**config.mk**
```make
export PLATFORM = sky130hd
export DESIGN_NAME = mem_order_queue
export DESIGN_NICKNAME = d
export VERILOG_FILES = /design/src/rtl/mem_order_queue.sv
export SDC_FILE = /design/constraint.sdc
export NUM_CORES = 1
export LEC_CHECK = 0
export CAP_MARGIN = 20
export CORE_MARGIN = 5
export CORE_UTILIZATION = 40
export DETAILED_ROUTE_END_ITERATION = 6
export PLACE_DENSITY = 0.66
export SYNTH_ARGS = -nofsm -noshare
export SYNTH_HDL_FRONTEND = slang
export SYNTH_SLANG_ARGS = --single-unit
```
**constraint.sdc**
```tcl
create_clock -name clk -period 51.9 [get_ports clk]
set_input_delay 15.57 -clock clk [delete_from_list [all_inputs] [get_ports clk]]
set_output_delay 15.57 -clock clk [all_outputs]
set_load 0.05 [all_outputs]
```
**src/rtl/mem_order_queue.sv**
```systemverilog
// mem_order_queue: load/store ordering queue between dispatch and the data-memory port.
// Store-to-load forwarding (fwd_* outputs) is compiled in only when MOQ_FWD_EN is defined.
module mem_order_queue #(
  parameter int SB_DEPTH = 8,
  parameter int LB_DEPTH = 8,
  parameter int ROB_AW   = 5,
  parameter int ADDR_W   = 32,
  parameter int DATA_W   = 32
) (
  input  logic                          clk,
  input  logic                          n_rst,
  input  logic                          in_valid,
  output logic                          in_ready,
  input  logic                          in_is_store,
  input  logic [ROB_AW-1:0]             in_rob,
  input  logic [ADDR_W-1:0]             in_addr,
  input  logic [DATA_W-1:0]             in_data,
  input  logic [ROB_AW-1:0]             rob_head,
  input  logic                          flush,
  output logic                          req_valid,
  input  logic                          req_ready,
  output logic                          req_is_store,
  output logic [ROB_AW-1:0]             req_rob,
  output logic [ADDR_W-1:0]             req_addr,
  output logic [DATA_W-1:0]             req_data,
  output logic [$clog2(SB_DEPTH+1)-1:0] sb_count,
  output logic [$clog2(LB_DEPTH+1)-1:0] lb_count
`ifdef MOQ_FWD_EN
  ,
  output logic                          fwd_valid,
  output logic [ROB_AW-1:0]             fwd_rob,
  output logic [DATA_W-1:0]             fwd_data
`endif
);

  localparam int SPW = $clog2(SB_DEPTH);
  localparam int LIW = $clog2(LB_DEPTH);
  localparam int SCW = $clog2(SB_DEPTH+1);
  localparam int LCW = $clog2(LB_DEPTH+1);

  // Distance from the ROB head; wraps so that the oldest in-flight entry is always 0.
  function automatic logic [ROB_AW-1:0] age_of(input logic [ROB_AW-1:0] rob,
                                               input logic [ROB_AW-1:0] head);
    return rob - head;
  endfunction

  logic [SB_DEPTH-1:0] sb_valid;
  logic [ROB_AW-1:0]   sb_rob  [SB_DEPTH];
  logic [ADDR_W-1:0]   sb_addr [SB_DEPTH];
  logic [DATA_W-1:0]   sb_data [SB_DEPTH];
  logic [SPW-1:0]      sb_head;
  logic [SPW-1:0]      sb_tail;

  logic [LB_DEPTH-1:0] lb_valid;
  logic [ROB_AW-1:0]   lb_rob  [LB_DEPTH];
  logic [ADDR_W-1:0]   lb_addr [LB_DEPTH];

  logic                sb_full;
  logic                lb_full;
  logic                sb_push;
  logic                lb_push;
  logic                sb_pop;
  logic                lb_pop;
  logic [LIW-1:0]      lb_free_idx;

  logic                st_ok;
  logic [ROB_AW-1:0]   st_age;
  logic                ld_ok;
  logic [LIW-1:0]      ld_sel;
  logic [ROB_AW-1:0]   ld_age;
  logic                pick_store;
  logic                pick_load;

  logic                fwd_fire;
  logic [LIW-1:0]      fwd_idx;

  assign sb_full  = (sb_count == SCW'(SB_DEPTH));
  assign lb_full  = (lb_count == LCW'(LB_DEPTH));
  assign in_ready = in_is_store ? !sb_full : !lb_full;

  assign sb_push = in_valid && in_ready && in_is_store && !flush;
  assign lb_push = in_valid && in_ready && !in_is_store && !flush;

  // Lowest-numbered free load slot; only meaningful when the load buffer is not full.
  always_comb begin
    lb_free_idx = '0;
    for (int i = LB_DEPTH - 1; i >= 0; i--) begin
      if (!lb_valid[i]) lb_free_idx = LIW'(i);
    end
  end

  // Stores leave strictly in program order, so the FIFO head is also the oldest store.
  assign st_age = age_of(sb_rob[sb_head], rob_head);
  assign st_ok  = sb_valid[sb_head] && (sb_rob[sb_head] == rob_head);

  always_comb begin
    ld_ok  = 1'b0;
    ld_sel = '0;
    ld_age = '0;
    for (int i = 0; i < LB_DEPTH; i++) begin
      if (lb_valid[i] &&
          (!sb_valid[sb_head] || age_of(lb_rob[i], rob_head) < st_age) &&
          (!ld_ok || age_of(lb_rob[i], rob_head) < ld_age)) begin
        ld_ok  = 1'b1;
        ld_sel = LIW'(i);
        ld_age = age_of(lb_rob[i], rob_head);
      end
    end
  end

  assign pick_store = st_ok && (!ld_ok || st_age < ld_age);
  assign pick_load  = ld_ok && !pick_store;

  always_comb begin
    req_valid    = st_ok || ld_ok;
    req_is_store = 1'b0;
    req_rob      = '0;
    req_addr     = '0;
    req_data     = '0;
    if (pick_store) begin
      req_is_store = 1'b1;
      req_rob      = sb_rob[sb_head];
      req_addr     = sb_addr[sb_head];
      req_data     = sb_data[sb_head];
    end else if (pick_load) begin
      req_rob      = lb_rob[ld_sel];
      req_addr     = lb_addr[ld_sel];
    end
  end

  assign sb_pop = req_valid && req_ready && pick_store;
  assign lb_pop = req_valid && req_ready && pick_load;

`ifdef MOQ_FWD_EN
  logic [LB_DEPTH-1:0] fwd_cand;
  logic [DATA_W-1:0]   fwd_cand_data [LB_DEPTH];
  logic [LB_DEPTH-1:0] ys_found;
  logic [ROB_AW-1:0]   ys_age [LB_DEPTH];
  logic [ROB_AW-1:0]   fwd_age;

  // For each load find its youngest older store; a matching address makes it forwardable.
  always_comb begin
    for (int i = 0; i < LB_DEPTH; i++) begin
      fwd_cand[i]      = 1'b0;
      fwd_cand_data[i] = '0;
      ys_found[i]      = 1'b0;
      ys_age[i]        = '0;
      for (int j = 0; j < SB_DEPTH; j++) begin
        if (sb_valid[j] &&
            age_of(sb_rob[j], rob_head) < age_of(lb_rob[i], rob_head) &&
            (!ys_found[i] || age_of(sb_rob[j], rob_head) > ys_age[i])) begin
          ys_found[i]      = 1'b1;
          ys_age[i]        = age_of(sb_rob[j], rob_head);
          fwd_cand[i]      = lb_valid[i] && (sb_addr[j] == lb_addr[i]);
          fwd_cand_data[i] = sb_data[j];
        end
      end
    end
  end

  // A forwardable load always has an older store, so it can never be the memory-issued load.
  always_comb begin
    fwd_fire = 1'b0;
    fwd_idx  = '0;
    fwd_age  = '0;
    for (int i = 0; i < LB_DEPTH; i++) begin
      if (fwd_cand[i] && (!fwd_fire || age_of(lb_rob[i], rob_head) < fwd_age)) begin
        fwd_fire = 1'b1;
        fwd_idx  = LIW'(i);
        fwd_age  = age_of(lb_rob[i], rob_head);
      end
    end
  end

  assign fwd_valid = fwd_fire;
  assign fwd_rob   = fwd_fire ? lb_rob[fwd_idx] : '0;
  assign fwd_data  = fwd_fire ? fwd_cand_data[fwd_idx] : '0;
`else
  assign fwd_fire = 1'b0;
  assign fwd_idx  = '0;
`endif

  // Occupancy state; flush behaves like reset but still lets a same-cycle handshake go out.
  always_ff @(posedge clk or negedge n_rst) begin
    if (!n_rst) begin
      sb_valid <= '0;
      lb_valid <= '0;
      sb_head  <= '0;
      sb_tail  <= '0;
      sb_count <= '0;
      lb_count <= '0;
    end else if (flush) begin
      sb_valid <= '0;
      lb_valid <= '0;
      sb_head  <= '0;
      sb_tail  <= '0;
      sb_count <= '0;
      lb_count <= '0;
    end else begin
      if (sb_pop) begin
        sb_valid[sb_head] <= 1'b0;
        sb_head           <= sb_head + SPW'(1);
      end
      if (sb_push) begin
        sb_valid[sb_tail] <= 1'b1;
        sb_tail           <= sb_tail + SPW'(1);
      end
      if (lb_pop)   lb_valid[ld_sel]      <= 1'b0;
      if (fwd_fire) lb_valid[fwd_idx]     <= 1'b0;
      if (lb_push)  lb_valid[lb_free_idx] <= 1'b1;
      sb_count <= sb_count + SCW'(sb_push) - SCW'(sb_pop);
      lb_count <= lb_count + LCW'(lb_push) - LCW'(lb_pop) - LCW'(fwd_fire);
    end
  end

  always_ff @(posedge clk) begin
    if (sb_push) begin
      sb_rob[sb_tail]  <= in_rob;
      sb_addr[sb_tail] <= in_addr;
      sb_data[sb_tail] <= in_data;
    end
    if (lb_push) begin
      lb_rob[lb_free_idx]  <= in_rob;
      lb_addr[lb_free_idx] <= in_addr;
    end
  end

endmodule
```
==> flow_summary_export.csv, run 1 <==
group,metric,value,unit
synthesis,syn_area_per_cell,15.7,um^2
sta,slew_violations,0,
synthesis,synth_area_leaders,"edfxtp_1 70%, ha_1 3.6%, a22oi_1 3.0%",
pwr,clkPwrFrac,40.5,%
synthesis,ys.warnings.count,0,
setup_path,cp_max_fo,25,
routing,drt_iter0_drc,2566,
routing,vias_per_cell,6.03,
synthesis,yosys.area.top_type,"edfxtp_1",
clock_tree,clk_path_buf_depth,3,
sta,finalCritPeriodShare,97.6,%
synthesis,synth_top_area_share,69.7,%
routing,drt_wl_total,103000,um
clock_tree,numCtsBuffers,83,
setup_path,rr_endpoint,"sb_count[2]$_DFF_PN0_",
global_routing,track_usage,20.6,%
global_routing,grt_pass1_wl,152000,um
flow_run,max_cap_violations,0,
layout,multiInputGateArea,9570,um^2
pwr,seqPwrFrac,51.4,%
synthesis,synth-edff-count,848,
routing,drc_errors,0,
min_path,hp-class,"flop to flop",
synthesis,synth_cell_type_count,88,
global_routing,overflow,0,
clock_tree,root_buffer,"clkbuf_16",
sta,fmax,19.7,MHz
global_routing,antenna_found_initial,14,
pwr,intPower,1.19,mW
sta,finalWorstSetupSlack,1.23,ns
clock_tree,cts_sinks,878,
floorplan,die_h,312,um
clock_tree,clkTransAtPathRegs,0.06,ns
setup_path,reg2reg_depth,94,
placement,place_inst,3589,
layout,regArea,26200,um^2
sta,rsz0062_at_grt,"false",
synthesis,syn_area,36500,um^2
pwr,p_sw_share,22.4,%
placement,pre_cts_ws,0.893,ns
clock_tree,clk_latency,0.65,ns
synthesis,ys_async_sr_fraction,3.42,%
layout,final_cell_mix,"848 x edfxtp_1, 156 x o22ai_1, 148 x a22oi_1",
pwr,ir_worst_vdd,0.0277,mV
clock_tree,post_cts.repair.setup_buffers,0,
floorplan,initial_utilization,40.5,%
synthesis,synth_seq_cells,878,
routing,via_count,22600,
setup_path,cp_top_family,"compound AO/OA/AOI/OAI gates",
floorplan,num_rows,110,
synthesis,syn_nets,2523,
sta,relSlewSlack,28.7,%
global_routing,grt_max_degree,55,
synthesis,synth_ff_type,"edfxtp_1",
floorplan,die_area,97500,um^2
setup_path,cp-startpoint,"rob_head[0]",
layout,syn_to_final_growth,16.3,%
layout,final_cells,3747,
routing,drtAntennaViolNets,0,
routing,wl_met3,9080,um
floorplan,ios,160,
synthesis,seq_area_frac_synth,71.8,%
setup_path,crit_cells,88,
setup_path,critPathKind,"input pin to output pin",
pwr,p_switching,0.344,mW
sta,setup_tns,0,ns
setup_path,cp.required,36.33,ns
pwr,p_leak,14.4,nW
run_status,status,"finished, final reports clean",
sta,finalSetupViolations,0,
placement,hpwl,57400,um
layout,final_layout_size_suffix_gt1_share,10.3,%
sta,tightest_slew,1.07,ns
routing,drt-met1-wl,41900,um
routing,post_drt_wl_per_cell,27.6,um
sta,period_needed,50.67,ns
clock_tree,h-tree-depth,3,
setup_path,arrival,35.10,ns
layout,final_common_cell,"edfxtp_1",
floorplan,core_area,90300,um^2
clock_tree,tritoncts,"built",
setup_path,regToRegStartpoint,"sb_head[0]$_DFFE_PN0P_",
layout,nets,2693,
setup_path,critPathMaxStageDelay,0.88,ns
setup_path,path_common_cell,"a21o_1",
min_path,worstHoldPathCells,2,
placement,gp_congestion,0.899,
sta,finalHoldViolCount,0,
layout,stdcell_area,42500,um^2
setup_path,cp_slowest_cell,"clkdlybuf4s50_1",
setup_path,critPathLaunchType,"input pin",
setup_path,ff2ff_setup_slack,29.91,ns
placement,dpl-instance-area,39600,um^2
sta,clock_skew,0.0228,ns
routing,met2_length,49800,um
floorplan,die_w,312,um
placement,portBuffers,159,
pwr,p_per_area,36.1,nW/um^2
setup_path,cp-end-kind,"output pin",
synthesis,synth_cells,2328,
pwr,comb_power_share,8.2,%
routing,top_layer,"met5",
setup_path,cp-endpoint,"req_addr[9]",
routing,drtPass1Iterations,6,
layout,fillers,7685,
setup_path,critPathBufInv,11,
global_routing,grt_pass1_vias,22800,
tightest hold or removal path: stages (launching register included):
cell,delay (ns)
dfrtp_1,0.37
o21ai_0,0.07
a21oi_1,0.07
layout make-up:
type | instances | area share, %
Antenna cell | 9 | 0.0530
Tap cell | 1176 | 3.46
Inverter | 79 | 0.722
Multi-Input combinational cell | 1246 | 22.5
Clock buffer | 95 | 5.05
Timing Repair Buffer | 210 | 4.87
Sequential cell | 878 | 61.7
Clock inverter | 54 | 1.58
routing by layer:
layer	track usage (%)	vias to the layer above
met5	0	-
met4	5.77	2
met3	3.51	165
met2	34.1	1096
met1	28.3	11500
li1	-	9794
kinds of logic after synthesis:
family                   synth area share (%)
AO/OA/AOI/OAI                            14.2
multiplexers                             1.69
XOR/XNOR                                 1.08
buffers and inverters                    2.28
flip-flops                               71.8
AND/OR/NAND/NOR                          4.62
adder cells (fa/ha/maj)                  4.39
cells in the mapped netlist (all sizes together), types with 14 or more instances:
cell type,count
inv,79
nor3,44
or4,34
a211oi,26
and3,15
o32ai,26
xnor2,25
dfrtp,30
a41o,34
buf,28
nand2,60
o31ai,33
a211o,35
xor2,19
a31oi,14
o21ai,75
nand2b,16
a21o,45
ha,104
nor2,71
a21oi,58
o22ai,156
edfxtp,848
mux2i,55
clkbuf,97
a22oi,148
worst min path at each step:
stage / to / startpoint / slack, ns
4_1_cts: sb_valid[4]$_DFF_PN0_ / sb_valid[4]$_DFF_PN0_ / 0.54
5_1_grt: sb_valid[0]$_DFF_PN0_ / sb_valid[0]$_DFF_PN0_ / 0.59
3_5_place_dp: sb_valid[4]$_DFF_PN0_ / sb_valid[4]$_DFF_PN0_ / 0.53
3_3_place_gp: sb_valid[4]$_DFF_PN0_ / sb_valid[4]$_DFF_PN0_ / 0.53
6_report: sb_valid[4]$_DFF_PN0_ / sb_valid[4]$_DFF_PN0_ / 0.55
2_1_floorplan: sb_valid[4]$_DFF_PN0_ / sb_valid[4]$_DFF_PN0_ / 0.51
registers in the layout (all words and copies together), names as in the netlist:
signal    cells
sb_count      4
sb_addr     256
lb_valid      8
sb_tail       3
lb_rob       40
lb_addr     256
lb_count      4
sb_head       3
sb_data     256
sb_rob       40
sb_valid      8
power by group through the flow:
stage               sequential (mW)  combinational (mW)  clock [mW]
floorplan                     0.807              0.0709           0
global placement              0.803               0.121           0
global route                  0.788               0.136       0.663
CTS                           0.788               0.125       0.631
finish                        0.788               0.126       0.621
detailed placement            0.803               0.125           0
stage by stage:
step | power, mW | hold slack [ns] | utilization, %
2_1_floorplan | 0.877 | 0.510 | -
3_3_place_gp | 0.924 | 0.527 | 43.8
3_5_place_dp | 0.928 | 0.535 | 43.8
4_1_cts | 1.54 | 0.543 | 46.9
5_1_grt | 1.59 | 0.585 | 47.0
6_report | 1.54 | 0.545 | 47.0
timing repair:
action | in CTS | in global routing
hold buffers | 0 | 0
setup endpoints to repair | 0 | 49
gates resized for setup | 0 | 32
Power figures use the tool's default switching activity.
==> inputs of run 2 (changes only) <==
--- a/config.mk
+++ b/config.mk
@@ -5,7 +5,6 @@
 export SDC_FILE = /design/constraint.sdc
 export NUM_CORES = 1
 export LEC_CHECK = 0
-export CAP_MARGIN = 20
 export CORE_MARGIN = 5
 export CORE_UTILIZATION = 40
 export DETAILED_ROUTE_END_ITERATION = 6
==> flow_summary_export.csv, run 2 (same netlist as run 1, synthesis figures left out) <==
group,metric,value,unit
setup_path,reg2reg_depth,94,
sta,tightest_slew,1.31,ns
setup_path,rr_endpoint,"sb_count[2]$_DFF_PN0_",
clock_tree,cts_hold_buf,0,
pwr,p_per_area,35.9,nW/um^2
routing,drtAntennaViolNets,0,
routing,drc_errors,0,
clock_tree,clk_latency,0.63,ns
sta,finalSetupViolations,0,
global_routing,grt_pass1_vias,22800,
setup_path,regToRegStartpoint,"sb_head[0]$_DFFE_PN0P_",
routing,drt_iter0_drc,2504,
global_routing,antenna_found_initial,17,
pwr,comb_power_share,8.3,%
layout,final_layout_size_suffix_gt1_share,10.3,%
flow_run,max_cap_violations,0,
sta,finalHoldViolCount,0,
pwr,clkPwrFrac,39.8,%
sta,setup_tns,0,ns
layout,nets,2692,
clock_tree,post_cts.repair.setup_buffers,0,
floorplan,ios,160,
pwr,p_switching,0.343,mW
pwr,ir_worst_vdd,0.0267,mV
global_routing,track_usage,20.5,%
layout,final_common_cell,"edfxtp_1",
routing,drt_wl_total,103000,um
pwr,p_sw_share,22.6,%
setup_path,cp-startpoint,"rob_head[0]",
sta,rsz0062_at_grt,"false",
clock_tree,clkTransAtPathRegs,0.06,ns
global_routing,gr-usage-met1,28.1,%
layout,syn_to_final_growth,15.7,%
sta,holdWs,0.544,ns
routing,via_count,22600,
sta,period_needed,50.78,ns
sta,relSlewSlack,12.5,%
pwr,intPower,1.17,mW
floorplan,die_area,97500,um^2
placement,place_inst,3587,
global_routing,grt_pass1_wl,151000,um
run_status,status,"finished, final reports clean",
setup_path,ff2ff_setup_slack,29.90,ns
global_routing,grt_max_degree,55,
setup_path,cp_max_fo,25,
setup_path,critPathMaxStageDelay,0.95,ns
global_routing,busiest_layer,"met2",
setup_path,cp-end-kind,"output pin",
placement,hpwl,57200,um
floorplan,core_area,90300,um^2
floorplan,num_rows,110,
clock_tree,cts_resized,0,
setup_path,path_common_cell,"a21o_1",
clock_tree,cts_sinks,878,
routing,vias_per_cell,6.02,
min_path,hp-class,"flop to flop",
layout,reg_top3,"lb_addr (256), sb_addr (256), sb_data (256)",
clock_tree,h-tree-depth,3,
pwr,p_leak,13.9,nW
routing,drtPass1Iterations,5,
floorplan,die_w,312,um
layout,final_cell_mix,"848 x edfxtp_1, 156 x o22ai_1, 150 x clkdlybuf4s50_1",
sta,finalCritPeriodShare,97.8,%
clock_tree,numCtsBuffers,84,
clock_tree,root_buffer,"clkbuf_16",
global_routing,use_met2,33.3,%
layout,final_cells,3748,
routing,post_drt_wl_per_cell,27.6,um
setup_path,cp-endpoint,"req_rob[4]",
setup_path,cp.required,36.33,ns
global_routing,overflow,0,
clock_tree,clk_path_buf_depth,3,
sta,clock_skew,0.0202,ns
setup_path,arrival,35.21,ns
placement,portBuffers,159,
setup_path,critPathKind,"input pin to output pin",
clock_tree,tritoncts,"built",
floorplan,initial_utilization,40.5,%
setup_path,critPathLaunchType,"input pin",
sta,fmax,19.7,MHz
pwr,fin_total_pwr,1.52,mW
floorplan,die_h,312,um
global_routing,grt_use_met3,3.84,%
placement,gp_congestion,0.899,
pwr,seqPwrFrac,52.0,%
sta,slew_violations,0,
setup_path,cp_slowest_cell,"clkdlybuf4s50_1",
==> run 2: cell types whose count changed in the layout (fill, tap and decap cells not counted), sizes merged, moves of 2 or more <==
cell	before	now
clkdlybuf4s50	130	150
dlymetal6s2s	29	9
clkbuf	95	105
clkinv	40	33
bufinv	12	8
buf	51	49
diode	9	11
==> run 2: per-layer routing <==
layer	up-vias	wire, um	share of wire (%)
met5	-	7	0.0068
met4	2	3100	3.0
met3	197	9040	8.7
met2	1118	48600	47
met1	11500	42600	41
li1	9788	-	-
==> run 2: worst max-delay path: cells and delay by family <==
kind / cells / cell delay [ns]
AND/OR/NAND/NOR: 13 / 2.50
adder cells (fa/ha/maj): 12 / 3.88
AO/OA/AOI/OAI: 49 / 9.93
XOR/XNOR: 1 / 0.28
buffers and inverters: 10 / 2.65
multiplexers: 1 / 0.31
==> run 2: cell type report <==
type	instances	area, um^2
Inverter	79	307
Multi-Input combinational cell	1246	9590
Tap cell	1176	1470
Sequential cell	878	26200
Fill cell	7681	48000
Clock buffer	105	2200
Clock inverter	45	485
Antenna cell	11	27.5
Timing Repair Buffer	208	1980
==> run 2: power by group through the flow <==
stage | clock (mW) | combinational, mW | sequential, mW
2_1_floorplan | 0 | 0.0709 | 0.807
3_3_place_gp | 0 | 0.121 | 0.803
6_report | 0.603 | 0.126 | 0.788
5_1_grt | 0.642 | 0.136 | 0.789
4_1_cts | 0.610 | 0.125 | 0.788
3_5_place_dp | 0 | 0.124 | 0.803
==> run 2: worst min-delay path by stage <==
stage / from / to / slack [ns] / cells past startpoint
2_1_floorplan: sb_valid[4]$_DFF_PN0_ / sb_valid[4]$_DFF_PN0_ / 0.51 / 2
5_1_grt: sb_valid[4]$_DFF_PN0_ / sb_valid[4]$_DFF_PN0_ / 0.58 / 2
6_report: sb_valid[4]$_DFF_PN0_ / sb_valid[4]$_DFF_PN0_ / 0.54 / 2
3_3_place_gp: sb_valid[4]$_DFF_PN0_ / sb_valid[4]$_DFF_PN0_ / 0.53 / 2
3_5_place_dp: sb_valid[4]$_DFF_PN0_ / sb_valid[4]$_DFF_PN0_ / 0.54 / 2
4_1_cts: sb_valid[4]$_DFF_PN0_ / sb_valid[4]$_DFF_PN0_ / 0.55 / 2
==> run 2: through the flow <==
step           cell area [um^2]  utilization, %  setup slack (ns)
2_1_floorplan             36500               -              3.27
3_3_place_gp              39500            43.8              1.60
3_5_place_dp              39500            43.8              1.00
4_1_cts                   42200            46.7             0.939
5_1_grt                   42300            46.8            0.0125
6_report                  42300            46.8              1.12
